<file path="src/rtl/flop_pipe_pkg.sv">
// -----------------------------------------------------------------------------
// flop_pipe_pkg
//
// Purpose:
//   Shared constants and helper functions for the flop_pipe register pipeline.
//   The pipeline depth is bounded by a legal range. The width of the occupancy
//   counter is derived from the depth.
//
// Contents:
//   MIN_DEPTH, MAX_DEPTH - legal bounds for the DEPTH parameter
//   depth_legal()        - elaboration-time range check for DEPTH
//   count_bits()         - width of an occupancy counter able to hold 0..depth
// -----------------------------------------------------------------------------
package flop_pipe_pkg;

  localparam int MIN_DEPTH = 1;
  localparam int MAX_DEPTH = 16;

  function automatic bit depth_legal(input int depth);
    return (depth >= MIN_DEPTH) && (depth <= MAX_DEPTH);
  endfunction

  // One extra code point is needed so that "all stages full" is representable.
  function automatic int count_bits(input int depth);
    return $clog2(depth + 1);
  endfunction

endpackage

</file>
<file path="src/rtl/flop_pipe_stage.sv">
// -----------------------------------------------------------------------------
// flop_pipe_stage
//
// Purpose:
//   Holds one slot of the flop_pipe pipeline. The slot is a valid flop plus
//   an enabled WIDTH-bit data register. Reset is asynchronous and clears both
//   the valid flop and the data register.
//
// Ports:
//   clk        in   rising-edge clock
//   reset      in   asynchronous active-high reset
//   flush      in   drops the slot's valid bit at the next edge
//   advance    in   slot may take a new value from its source this cycle
//   src_valid  in   valid bit offered by the source (previous slot or input)
//   src_data   in   payload offered by the source
//   valid      out  slot holds a live entry
//   data       out  slot payload
// -----------------------------------------------------------------------------
module flop_pipe_stage
  import flop_pipe_pkg::*;
#(
  parameter int WIDTH = 8
) (
  input  logic             clk,
  input  logic             reset,
  input  logic             flush,
  input  logic             advance,
  input  logic             src_valid,
  input  logic [WIDTH-1:0] src_data,
  output logic             valid,
  output logic [WIDTH-1:0] data
);

  // Flush takes priority over advance. This drops the entry even if a new one
  // would otherwise shift in.
  always_ff @(posedge clk or posedge reset) begin
    if (reset) begin
      valid <= 1'b0;
    end else if (flush) begin
      valid <= 1'b0;
    end else if (advance) begin
      valid <= src_valid;
    end
  end

  // A bubble never overwrites the data register. A slot that advances onto an
  // empty source keeps its old payload; only the valid bit marks it dead.
  always_ff @(posedge clk or posedge reset) begin
    if (reset) begin
      data <= '0;
    end else if (advance && src_valid) begin
      data <= src_data;
    end
  end

endmodule

</file>
<file path="src/rtl/flop_pipe.sv">
// -----------------------------------------------------------------------------
// flop_pipe
//
// Purpose:
//   A DEPTH-stage valid/ready register pipeline with bubble collapsing. An
//   empty stage always accepts from upstream. The stall therefore only
//   propagates back through a contiguous run of full stages. Throughput is
//   one transfer per cycle while the downstream side is ready, and this holds
//   for DEPTH=1 as well.
//
// Ports:
//   clk        in   single rising-edge clock
//   reset      in   asynchronous active-high reset; empties the pipe at once
//   in_valid   in   upstream offers in_data
//   in_ready   out  stage 0 can accept this cycle (never during flush/reset)
//   in_data    in   upstream payload
//   out_valid  out  last stage holds valid data
//   out_ready  in   downstream accepts this cycle
//   out_data   out  last-stage payload
//   flush      in   discard all in-flight entries at the next edge
//   count      out  number of valid stages
// -----------------------------------------------------------------------------
module flop_pipe
  import flop_pipe_pkg::*;
#(
  parameter int WIDTH = 8,
  parameter int DEPTH = 2
) (
  input  logic                       clk,
  input  logic                       reset,
  input  logic                       in_valid,
  output logic                       in_ready,
  input  logic [WIDTH-1:0]           in_data,
  output logic                       out_valid,
  input  logic                       out_ready,
  output logic [WIDTH-1:0]           out_data,
  input  logic                       flush,
  output logic [$clog2(DEPTH+1)-1:0] count
);

  localparam int CW = count_bits(DEPTH);

  if (!depth_legal(DEPTH)) begin : g_bad_depth
    $error("flop_pipe: DEPTH=%0d outside legal range %0d..%0d",
           DEPTH, MIN_DEPTH, MAX_DEPTH);
  end

  logic [DEPTH-1:0] v;
  logic [DEPTH-1:0] adv;
  logic [WIDTH-1:0] d [DEPTH];
  logic             accept;

  // A stage can advance when the stage downstream of it advances, or when the
  // stage itself is empty. The loop walks from the output toward the input
  // and carries the "can advance" term along as a running OR.
  always_comb begin : advance_chain
    logic run;
    adv = '0;
    run = out_ready;
    for (int i = DEPTH - 1; i >= 0; i--) begin
      run    = run | ~v[i];
      adv[i] = run;
    end
  end

  // in_ready is gated by reset so that nothing looks acceptable while the pipe
  // is being held empty.
  assign in_ready = adv[0] & ~flush & ~reset;
  assign accept   = in_valid & in_ready;

  for (genvar i = 0; i < DEPTH; i++) begin : g_stage
    logic             src_valid;
    logic [WIDTH-1:0] src_data;

    if (i == 0) begin : g_head
      assign src_valid = accept;
      assign src_data  = in_data;
    end else begin : g_body
      assign src_valid = v[i-1];
      assign src_data  = d[i-1];
    end

    flop_pipe_stage #(
      .WIDTH(WIDTH)
    ) u_stage (
      .clk      (clk),
      .reset    (reset),
      .flush    (flush),
      .advance  (adv[i]),
      .src_valid(src_valid),
      .src_data (src_data),
      .valid    (v[i]),
      .data     (d[i])
    );
  end

  // Occupancy is the population count of the valid bits. It follows the valid
  // flops directly, so it drops to zero together with them on reset.
  always_comb begin : occupancy
    count = '0;
    for (int i = 0; i < DEPTH; i++) begin
      count = count + CW'(v[i]);
    end
  end

  assign out_valid = v[DEPTH-1];
  assign out_data  = d[DEPTH-1];

endmodule

</file>
<file path="config.mk">
export PLATFORM = sky130hd
export DESIGN_NAME = flop_pipe
export DESIGN_NICKNAME = d
export VERILOG_FILES = /design/src/rtl/flop_pipe_pkg.sv /design/src/rtl/flop_pipe_stage.sv /design/src/rtl/flop_pipe.sv
export SDC_FILE = /design/constraint.sdc
export NUM_CORES = 1
export LEC_CHECK = 0
export ABC_AREA = 0
export CORE_ASPECT_RATIO = 1.4
export CORE_MARGIN = 3
export CORE_UTILIZATION = 44
export DETAILED_ROUTE_END_ITERATION = 6
export HOLD_SLACK_MARGIN = 0.02
export PLACE_DENSITY = 0.84
export RECOVER_POWER = 25
export SLEW_MARGIN = 40
export SYNTH_ARGS = -nofsm -noshare
export SYNTH_HDL_FRONTEND = slang
export SYNTH_HIERARCHICAL = 1
export SYNTH_SLANG_ARGS = --single-unit
</file>
<file path="constraint.sdc">
create_clock -name clk -period 1.6 [get_ports clk]
set_clock_uncertainty 0.1 [all_clocks]
set_input_delay 0.4 -clock clk [delete_from_list [all_inputs] [get_ports clk]]
set_output_delay 0.4 -clock clk [all_outputs]
set_load 0.02 [all_outputs]
</file>
==> impl_metrics.env, run 1 <==
export IMPL_insertion_delay_ns=0.29
export IMPL_period_share_pct=105
export IMPL_vias=521
export IMPL_portBuffers=24
export IMPL_cp_data_required_time_ns=1.10
export IMPL_nNetsFinal=100
export IMPL_ant_nets=0
export IMPL_first_iter_violations=0
export IMPL_grt_setup_unrepaired="true"
export IMPL_cts_max_path_buffers=2
export IMPL_slowest_delay_ns=0.44
export IMPL_crit_slowest_cell="dfrtp_2"
export IMPL_ys_warn_count=6
export IMPL_vdd_drop_max_mv=0.744
export IMPL_drive_above_1_share_pct=50.0
export IMPL_critPathBufInv=2
export IMPL_root_buffer="clkbuf_4"
export IMPL_cap_violations=0
export IMPL_cts_sinks=18
export IMPL_grt_pass1_vias=584
export IMPL_die_h_um=56.6
export IMPL_grt_ovfl_total=0
export IMPL_netlist_area_um2=803
export IMPL_syn_to_final_growth_pct=47.0
export IMPL_rows=17
export IMPL_setup_ws_ns=-0.0838
export IMPL_ys_types=12
export IMPL_outcome="complete, but fails checks"
export IMPL_globalplace_congestion=0.730
export IMPL_post_dp_hpwl_um=1080
export IMPL_tns_ns=-0.157
export IMPL_yosysTopAreaCell="dfrtp_1"
export IMPL_synth_top_area_share_pct=56.1
export IMPL_finalHoldViolations=0
export IMPL_gr_usage_all_layers_pct=15.0
export IMPL_drc=0
export IMPL_ff2ff_setup_slack_ns=0.02
export IMPL_crit_chain="buf_6, nand3b_4, and2_4, buf_6"
export IMPL_maxSlewViolCount=0
export IMPL_first_pass_iters=1
export IMPL_tightestPinTransition_ns=0.375
export IMPL_synth_area_leaders="dfrtp_1 (56%), mux2_4 (30%), nand2_4 (2.8%), nand3b_4 (2.5%), nand2b_2 (2.2%)"
export IMPL_htree_num_levels=1
export IMPL_leakagePower_uw=0.000626
export IMPL_pin_count=25
export IMPL_ys_seq_area_share_pct=56.1
export IMPL_slew_headroom_pct=75.0
export IMPL_grt_pass1_wl_um=2640
export IMPL_crit_family="flip-flops"
export IMPL_reg2regPathDepth=6
export IMPL_core_area_mm2=0.00166
export IMPL_initial_core_util_pct=48.4
export IMPL_diodes=0
export IMPL_crit_type="reg -> out"
export IMPL_die_x_um=42.1
export IMPL_clk_pin_slew_ns=0.09
export IMPL_fmax_ghz=0.594
export IMPL_synthCells=48
export IMPL_n_fill_cell=125
export IMPL_cts_tree="done"
export IMPL_instances_no_fill=103
export IMPL_setup_viol=2
export IMPL_finalWirelength_um=1670
export IMPL_violations="setup timing"
export IMPL_cts_buffers=3
export IMPL_period_needed_ns=1.68
export IMPL_crit_arrival_ns=1.18
export IMPL_start_kind="register"
export IMPL_rr_startpoint="g_stage[1].u_stage/valid"
export IMPL_place_inst=95
export IMPL_crit_top_cell="buf_6"
export IMPL_powerDensity_mw_per_mm2=1070
export IMPL_grt_max_degree=10
export IMPL_avgRoutedWirePerCell_um=16.2
export IMPL_avgSynthCellArea_um2=16.7
export IMPL_cp_max_fo=3
export IMPL_ctsHoldBuffers=0
export IMPL_vias_per_cell=5.06
export IMPL_synthesis_nets=62
export IMPL_end_kind="output pin"
export IMPL_hp_class="in -> async"
export IMPL_grt_antenna_before_repair=0
export IMPL_die_area_mm2=0.00238
export IMPL_r2r_end="g_stage[0].u_stage/data[5]"
export IMPL_ys_ff_latch=18
==> what timing repair did <==
item                                    4_1_cts  5_1_grt
endpoints found under the setup margin       20       11
pin swaps                                     2        1
gates resized for setup                      32        9
cloned                                        1        0
buffers inserted                              2        2
==> sequential cells by signal, indices dropped and copies added, names as in the netlist <==
signal,cells
g_stage.u_stage/data,16
g_stage.u_stage/valid,2
==> routing by layer <==
layer | wire length [um] | vias to the layer above | track usage, %
met5 | 0 | - | 0
met4 | 40 | 0 | 9.33
met3 | 76 | 5 | 2.88
met2 | 868 | 17 | 23.9
met1 | 687 | 256 | 18.4
li1 | - | 243 | -
==> placed cells by master, fill, tap and decap left out, types with 2 or more instances in the layout <==
cell,netlist,final
mux2_4,16,16
dfrtp_2,0,2
a21oi_1,2,2
clkdlybuf4s50_1,0,9
nand2b_2,2,2
dlygate4sd2_1,0,12
buf_4,0,6
buf_6,0,5
dfrtp_1,18,16
inv_1,2,2
nand2_4,2,2
clkbuf_4,0,3
==> kinds of logic after synthesis <==
logic type,synth area share [%]
AND/OR/NAND/NOR,10.3
adder cells (fa/ha/maj),1.56
multiplexers,29.9
AO/OA/AOI/OAI,1.25
flip-flops,56.1
buffers and inverters,0.935
==> power by group <==
group          total, uW  switching (uW)  leakage [uW]  internal (uW)
combinational        421             175      0.000396            246
clock                220             133     0.0000138           87.8
sequential           623            60.2      0.000216            563
total               1260             368      0.000626            896
==> final cells by class <==
class / instances / area [um2] / share of cell area [%]
Inverter: 2 / 7.51 / 0.636
Sequential cell: 18 / 453 / 38.3
Clock buffer: 3 / 22.5 / 1.91
Timing Repair Buffer: 32 / 297 / 25.1
Tap cell: 19 / 23.8 / 2.01
Multi-Input combinational cell: 29 / 378 / 32.0
==> worst max-delay path by stage <==
| stage | end | depth (start not counted) | slack (ns) | from |
|---|---|---|---|---|
| 2_1_floorplan | g_stage[0].u_stage/data[0] | 4 | 0.06 | g_stage[1].u_stage/valid |
| 3_5_place_dp | in_ready | 4 | -0.63 | flush |
| 6_report | in_ready | 4 | -0.08 | g_stage[1].u_stage/valid |
| 5_1_grt | in_ready | 4 | -0.12 | g_stage[1].u_stage/valid |
| 3_3_place_gp | in_ready | 4 | -0.62 | flush |
| 4_1_cts | in_ready | 4 | -0.08 | g_stage[0].u_stage/valid |
==> Yosys cell counts <==
library cell,n
and2_1,1
dfrtp_1,18
mux2_4,16
nand2_4,2
inv_1,2
nand2b_2,2
nor2_1,1
and3_1,1
nand3b_4,1
nand2b_1,1
ha_1,1
a21oi_1,2
==> per-stage QoR <==
stage / hold slack, ns / setup WS, ns / util, % / power [uW] / area [um2]
after detailed placement: 0.393 / -0.634 / 66.1 / 1100 / 1100
after global placement: 0.388 / -0.621 / 66.1 / 1090 / 1100
final: 0.140 / -0.0838 / 71.2 / 1260 / 1180
after floorplan: 0.128 / 0.0564 / - / 891 / 803
after global routing: 0.182 / -0.121 / 71.2 / 1330 / 1180
after CTS: 0.143 / -0.0819 / 68.2 / 1270 / 1130
Note: power is estimated with default switching activity, not from simulation.
==> run 2: changes to the inputs <==
CTS_BUF_LIST = sky130_fd_sc_hd__clkbuf_16   (was unset)
==> impl_metrics.env, run 2 (synthesis gave the netlist of run 1 again) <==
export IMPL_cts_tree="done"
export IMPL_drive_above_1_share_pct=52.3
export IMPL_timing_hold_ws_ns=0.188
export IMPL_setup_viol=1
export IMPL_finalInstanceArea_mm2=0.00126
export IMPL_grt_setup_unrepaired="true"
export IMPL_end_kind="output pin"
export IMPL_finalWirelength_um=1790
export IMPL_cts_buffers=3
export IMPL_top_register="g_stage.u_stage/data"
export IMPL_cp_max_fo=3
export IMPL_dpl_cell_area_mm2=0.00110
export IMPL_htree_num_levels=1
export IMPL_post_dp_hpwl_um=1080
export IMPL_crit_type="reg -> out"
export IMPL_gr_usage_all_layers_pct=18.1
export IMPL_dp_slack_ns=-0.634
export IMPL_tightestPinTransition_ns=0.372
export IMPL_grt_pass1_vias=613
export IMPL_place_inst=95
export IMPL_vias_per_cell=5.20
export IMPL_grt_max_degree=10
export IMPL_portBuffers=24
export IMPL_n_fill_cell=114
export IMPL_core_area_mm2=0.00166
export IMPL_setup_ws_ns=-0.0361
export IMPL_p_seq_share_pct=40.7
export IMPL_period_share_pct=102
export IMPL_powerDensity_mw_per_mm2=1220
export IMPL_p_switching_uw=398
export IMPL_die_area_mm2=0.00238
export IMPL_clk_pin_slew_ns=0.05
export IMPL_grt_pass1_wl_um=3050
export IMPL_maxSlewViolCount=0
export IMPL_cap_violations=0
export IMPL_initial_core_util_pct=48.4
export IMPL_pin_count=25
export IMPL_reg2regPathDepth=6
export IMPL_power_internal_uw=1140
export IMPL_start_kind="register"
export IMPL_largest_register_ff_count=16
export IMPL_fmax_ghz=0.611
export IMPL_finalHoldViolations=0
export IMPL_die_x_um=42.1
export IMPL_crit_arrival_ns=1.14
export IMPL_instances_no_fill=105
export IMPL_comb_power_share_pct=27.6
export IMPL_vdd_drop_max_mv=0.901
export IMPL_reg_top3="g_stage.u_stage/data: 16 flops, g_stage.u_stage/valid: 2 flops"
export IMPL_cts_max_path_buffers=2
export IMPL_first_iter_violations=1
export IMPL_crit_chain="buf_6, nand3b_4, and2_4, buf_6"
export IMPL_first_pass_iters=2
export IMPL_cp_data_required_time_ns=1.10
export IMPL_period_needed_ns=1.64
export IMPL_crit_slowest_cell="dfrtp_2"
export IMPL_nNetsFinal=102
export IMPL_final_core_util_pct=76.1
export IMPL_grt_ovfl_total=0
export IMPL_r2r_end="g_stage[0].u_stage/data[3]"
export IMPL_outcome="complete, but fails checks"
export IMPL_globalplace_congestion=0.730
export IMPL_avgRoutedWirePerCell_um=17.1
export IMPL_diodes=0
export IMPL_grt_antenna_before_repair=0
export IMPL_slew_headroom_pct=75.2
export IMPL_hp_class="in -> async"
export IMPL_insertion_delay_ns=0.25
export IMPL_root_buffer="clkbuf_16"
export IMPL_leakagePower_uw=0.000657
export IMPL_slowest_delay_ns=0.43
export IMPL_rows=17
export IMPL_power_switching_share_pct=25.8
export IMPL_ff2ff_setup_slack_ns=0.01
export IMPL_drc=0
export IMPL_crit_top_cell="buf_6"
export IMPL_p_clk_share_pct=31.8
export IMPL_cts_sinks=18
export IMPL_violations="setup timing"
export IMPL_ctsHoldBuffers=0
export IMPL_vias=546
export IMPL_die_h_um=56.6
export IMPL_rr_startpoint="g_stage[1].u_stage/valid"
export IMPL_layout_common_cells="mux2_4 (16), dfrtp_1 (16), dlygate4sd2_1 (11), clkdlybuf4s50_1 (9), buf_4 (7)"
export IMPL_ant_nets=0
export IMPL_syn_to_final_growth_pct=57.2
[run 2: changes by cell type in the layout (fill, tap and decap cells not counted)]
cell             change
clkbuf_16            +3
clkbuf_4             -3
buf_2                +1
buf_4                +1
buf_6                -1
buf_8                +1
clkdlybuf4s15_2      +1
dlygate4sd2_1        -1
ha_2                 -1
ha_4                 +1
[run 2: how the worst max path moves through the flow]
stage | start | end | slack (ns) | depth (start not counted)
after global routing | g_stage[1].u_stage/valid | in_ready | -0.07 | 4
after floorplan | g_stage[1].u_stage/valid | g_stage[0].u_stage/data[0] | 0.06 | 4
after detailed placement | flush | in_ready | -0.63 | 4
after global placement | flush | in_ready | -0.62 | 4
final | g_stage[1].u_stage/valid | in_ready | -0.04 | 4
after CTS | g_stage[0].u_stage/valid | in_ready | -0.03 | 4
[run 2: layer usage]
metal  vias up  global-route usage, %  wire length [um]
li1        244                      -                 -
met5         -                      0                 0
met2        22                   28.3               936
met1       272                   21.7               673
met3         8                   5.45               106
met4         0                   10.7                74
[run 2: metrics by stage]
stage	TNS, ns	power, uW
final	-0.0361	1540
after global routing	-0.188	1620
after CTS	-0.119	1550
after detailed placement	-5.95	1100
after global placement	-5.40	1090
after floorplan	0	891
[run 2: power by group through the flow]
stage / Combinational [uW] / Sequential [uW] / Clock (uW)
floorplan: 181 / 710 / 0
global placement: 461 / 630 / 0
detailed placement: 463 / 636 / 0
CTS: 424 / 626 / 504
global route: 454 / 642 / 520
finish: 425 / 626 / 489
[run 2: worst max-delay path: cells and delay by family, from the launching register on]
kind	cells	cell delay (ns)
buf+inv	2	0.24
flops	1	0.43
simple gates	2	0.22
[run 2: layout make-up]
class	instances	area [um2]	share of cell area, %
clock buffer	3	75.1	5.95
inverter	2	7.51	0.595
multi-input combinational	29	388	30.7
sequential	18	453	35.9
tap	19	23.8	1.88
timing repair buffer	34	315	25.0
[run 2: repair_timing]
| action | CTS | global route |
|---|---|---|
| gates resized for setup | 40 | 3 |
| buffers inserted | 3 | 3 |
| cloned | 1 | 0 |
| endpoints found under the setup margin | 20 | 10 |
| pin swaps | 5 | 1 |
==> run 3: changes to the inputs <==
CORE_UTILIZATION = 40   (was 44)
HOLD_SLACK_MARGIN = 0.1   (was 0.02)
PLACE_DENSITY = 0.81   (was 0.84)
clock period = 1.35 ns   (was 1.6 ns; I/O delays follow)
==> impl_metrics.env, run 3 (synthesis gave the netlist of run 1 again) <==
export IMPL_ant_nets=0
export IMPL_rows=18
export IMPL_reg_top3="g_stage.u_stage/data: 16 flops, g_stage.u_stage/valid: 2 flops"
export IMPL_globalplace_congestion=0.712
export IMPL_setup_viol=13
export IMPL_grt_ovfl_total=0
export IMPL_cts_max_path_buffers=2
export IMPL_crit_slowest_cell="dfrtp_2"
export IMPL_htree_num_levels=1
export IMPL_fmax_ghz=0.661
export IMPL_crit_arrival_ns=1.08
export IMPL_powerDensity_mw_per_mm2=1450
export IMPL_cap_violations=0
export IMPL_core_area_mm2=0.00182
export IMPL_top_register="g_stage.u_stage/data"
export IMPL_cp_data_required_time_ns=0.91
export IMPL_insertion_delay_ns=0.24
export IMPL_grt_setup_unrepaired="true"
export IMPL_period_needed_ns=1.51
export IMPL_clk_pin_slew_ns=0.05
export IMPL_period_share_pct=112
export IMPL_nNetsFinal=108
export IMPL_grt_max_degree=11
export IMPL_outcome="complete, but fails checks"
export IMPL_p_clk_share_pct=30.6
export IMPL_crit_chain="ha_4, buf_6"
export IMPL_die_x_um=43.9
export IMPL_final_core_util_pct=71.6
export IMPL_first_pass_iters=4
export IMPL_grt_pass1_vias=642
export IMPL_cp_max_fo=4
export IMPL_vias_per_cell=4.86
export IMPL_avgRoutedWirePerCell_um=16.0
export IMPL_tightestPinTransition_ns=0.396
export IMPL_comb_power_share_pct=30.0
export IMPL_grt_antenna_before_repair=0
export IMPL_syn_to_final_growth_pct=62.6
export IMPL_slew_headroom_pct=73.5
export IMPL_cts_sinks=18
export IMPL_gr_usage_all_layers_pct=16.6
export IMPL_initial_core_util_pct=44.0
export IMPL_finalInstanceArea_mm2=0.00131
export IMPL_setup_ws_ns=-0.163
export IMPL_cts_buffers=3
export IMPL_power_switching_share_pct=26.1
export IMPL_post_dp_hpwl_um=1250
export IMPL_violations="setup timing"
export IMPL_leakagePower_uw=0.000674
export IMPL_end_kind="output pin"
export IMPL_cts_tree="done"
export IMPL_power_internal_uw=1400
export IMPL_diodes=0
export IMPL_grt_pass1_wl_um=3190
export IMPL_dpl_cell_area_mm2=0.00116
export IMPL_pin_count=25
export IMPL_drc=0
export IMPL_finalHoldViolations=0
export IMPL_finalWirelength_um=1810
export IMPL_largest_register_ff_count=16
export IMPL_layout_common_cells="mux2_4 (16), dfrtp_1 (16), buf_4 (11), clkdlybuf4s50_1 (9), buf_6 (5)"
export IMPL_die_area_mm2=0.00259
export IMPL_root_buffer="clkbuf_16"
export IMPL_p_switching_uw=494
export IMPL_start_kind="register"
export IMPL_drive_above_1_share_pct=63.4
export IMPL_vias=549
export IMPL_crit_type="reg -> out"
export IMPL_portBuffers=24
export IMPL_hp_class="in -> async"
export IMPL_slowest_delay_ns=0.45
export IMPL_timing_hold_ws_ns=0.268
export IMPL_maxSlewViolCount=0
export IMPL_die_h_um=59.0
export IMPL_vdd_drop_max_mv=0.944
export IMPL_n_fill_cell=127
export IMPL_first_iter_violations=5
export IMPL_p_seq_share_pct=39.3
## run 3: cell count changes in the layout (fill, tap and decap cells not counted), moves of 2 or more
cell and change:
clkbuf_1 +2, buf_4 +4, clkbuf_2 +3, dlygate4sd2_1 -8, buf_2 +2
## run 3: metrics by stage
step	setup TNS [ns]	cells	power (uW)	setup slack (ns)
2_1_floorplan	-0.501	48	1060	-0.0627
3_3_place_gp	-9.13	104	1360	-0.728
3_5_place_dp	-9.53	104	1380	-0.754
4_1_cts	-1.40	113	1950	-0.171
5_1_grt	-2.05	113	1980	-0.186
6_report	-1.36	113	1890	-0.163
## run 3: critical path: cells and delay by family (launching register included)
family,cells,cell delay [ns]
DFF,1,0.45
buffers and inverters,1,0.11
adders and majority gates,1,0.28
## run 3: path summary, 6_finish.rpt
| check | end | slack (ns) | startpoint | cells after the start |
|---|---|---|---|---|
| max in group asynchronous | g_stage[0].u_stage/valid | 0.58 | reset | 3 |
| hold / removal | g_stage[0].u_stage/data[6] | 0.27 | reset | 3 |
| setup reg to reg | g_stage[0].u_stage/data[2] | -0.12 | g_stage[1].u_stage/valid | 5 |
| hold reg to reg | g_stage[1].u_stage/data[7] | 0.41 | g_stage[0].u_stage/data[7] | 1 |
| min in group clk | g_stage[1].u_stage/data[7] | 0.41 | g_stage[0].u_stage/data[7] | 1 |
| setup / recovery | count[0] | -0.16 | g_stage[1].u_stage/valid | 2 |
## run 3: routing by layer
| layer | GRT usage (%) | wire, um | vias to the layer above |
|---|---|---|---|
| li1 | - | - | 259 |
| met1 | 20.9 | 739 | 279 |
| met2 | 27.9 | 1000 | 9 |
| met3 | 3.04 | 53 | 2 |
| met4 | 6.47 | 15 | 0 |
| met5 | 0 | 0 | - |
## run 3: final cells by class
class	instances	area, um2	share of cell area (%)
Sequential cell	18	453	34.7
Multi-Input combinational cell	30	419	32.1
Timing Repair Buffer	39	323	24.7
Clock buffer	3	75.1	5.75
Tap cell	20	25.0	1.92
Inverter	2	7.51	0.575
Clock inverter	1	3.75	0.287
## run 3: power by group through the flow
stage	logic, uW	registers (uW)	clock network [uW]
final	569	745	580
after global routing	606	767	612
after CTS	611	748	588
after floorplan	215	841	0
after global placement	613	745	0
after detailed placement	627	751	0
## run 3: timing repair
item	4_1_cts	5_1_grt
setup buffers	3	0
pin swaps	5	0
gates resized for setup	56	8
endpoints found under the setup margin	29	27
gates cloned	2	0
hold endpoints to repair	0	0
hold buffers	0	0
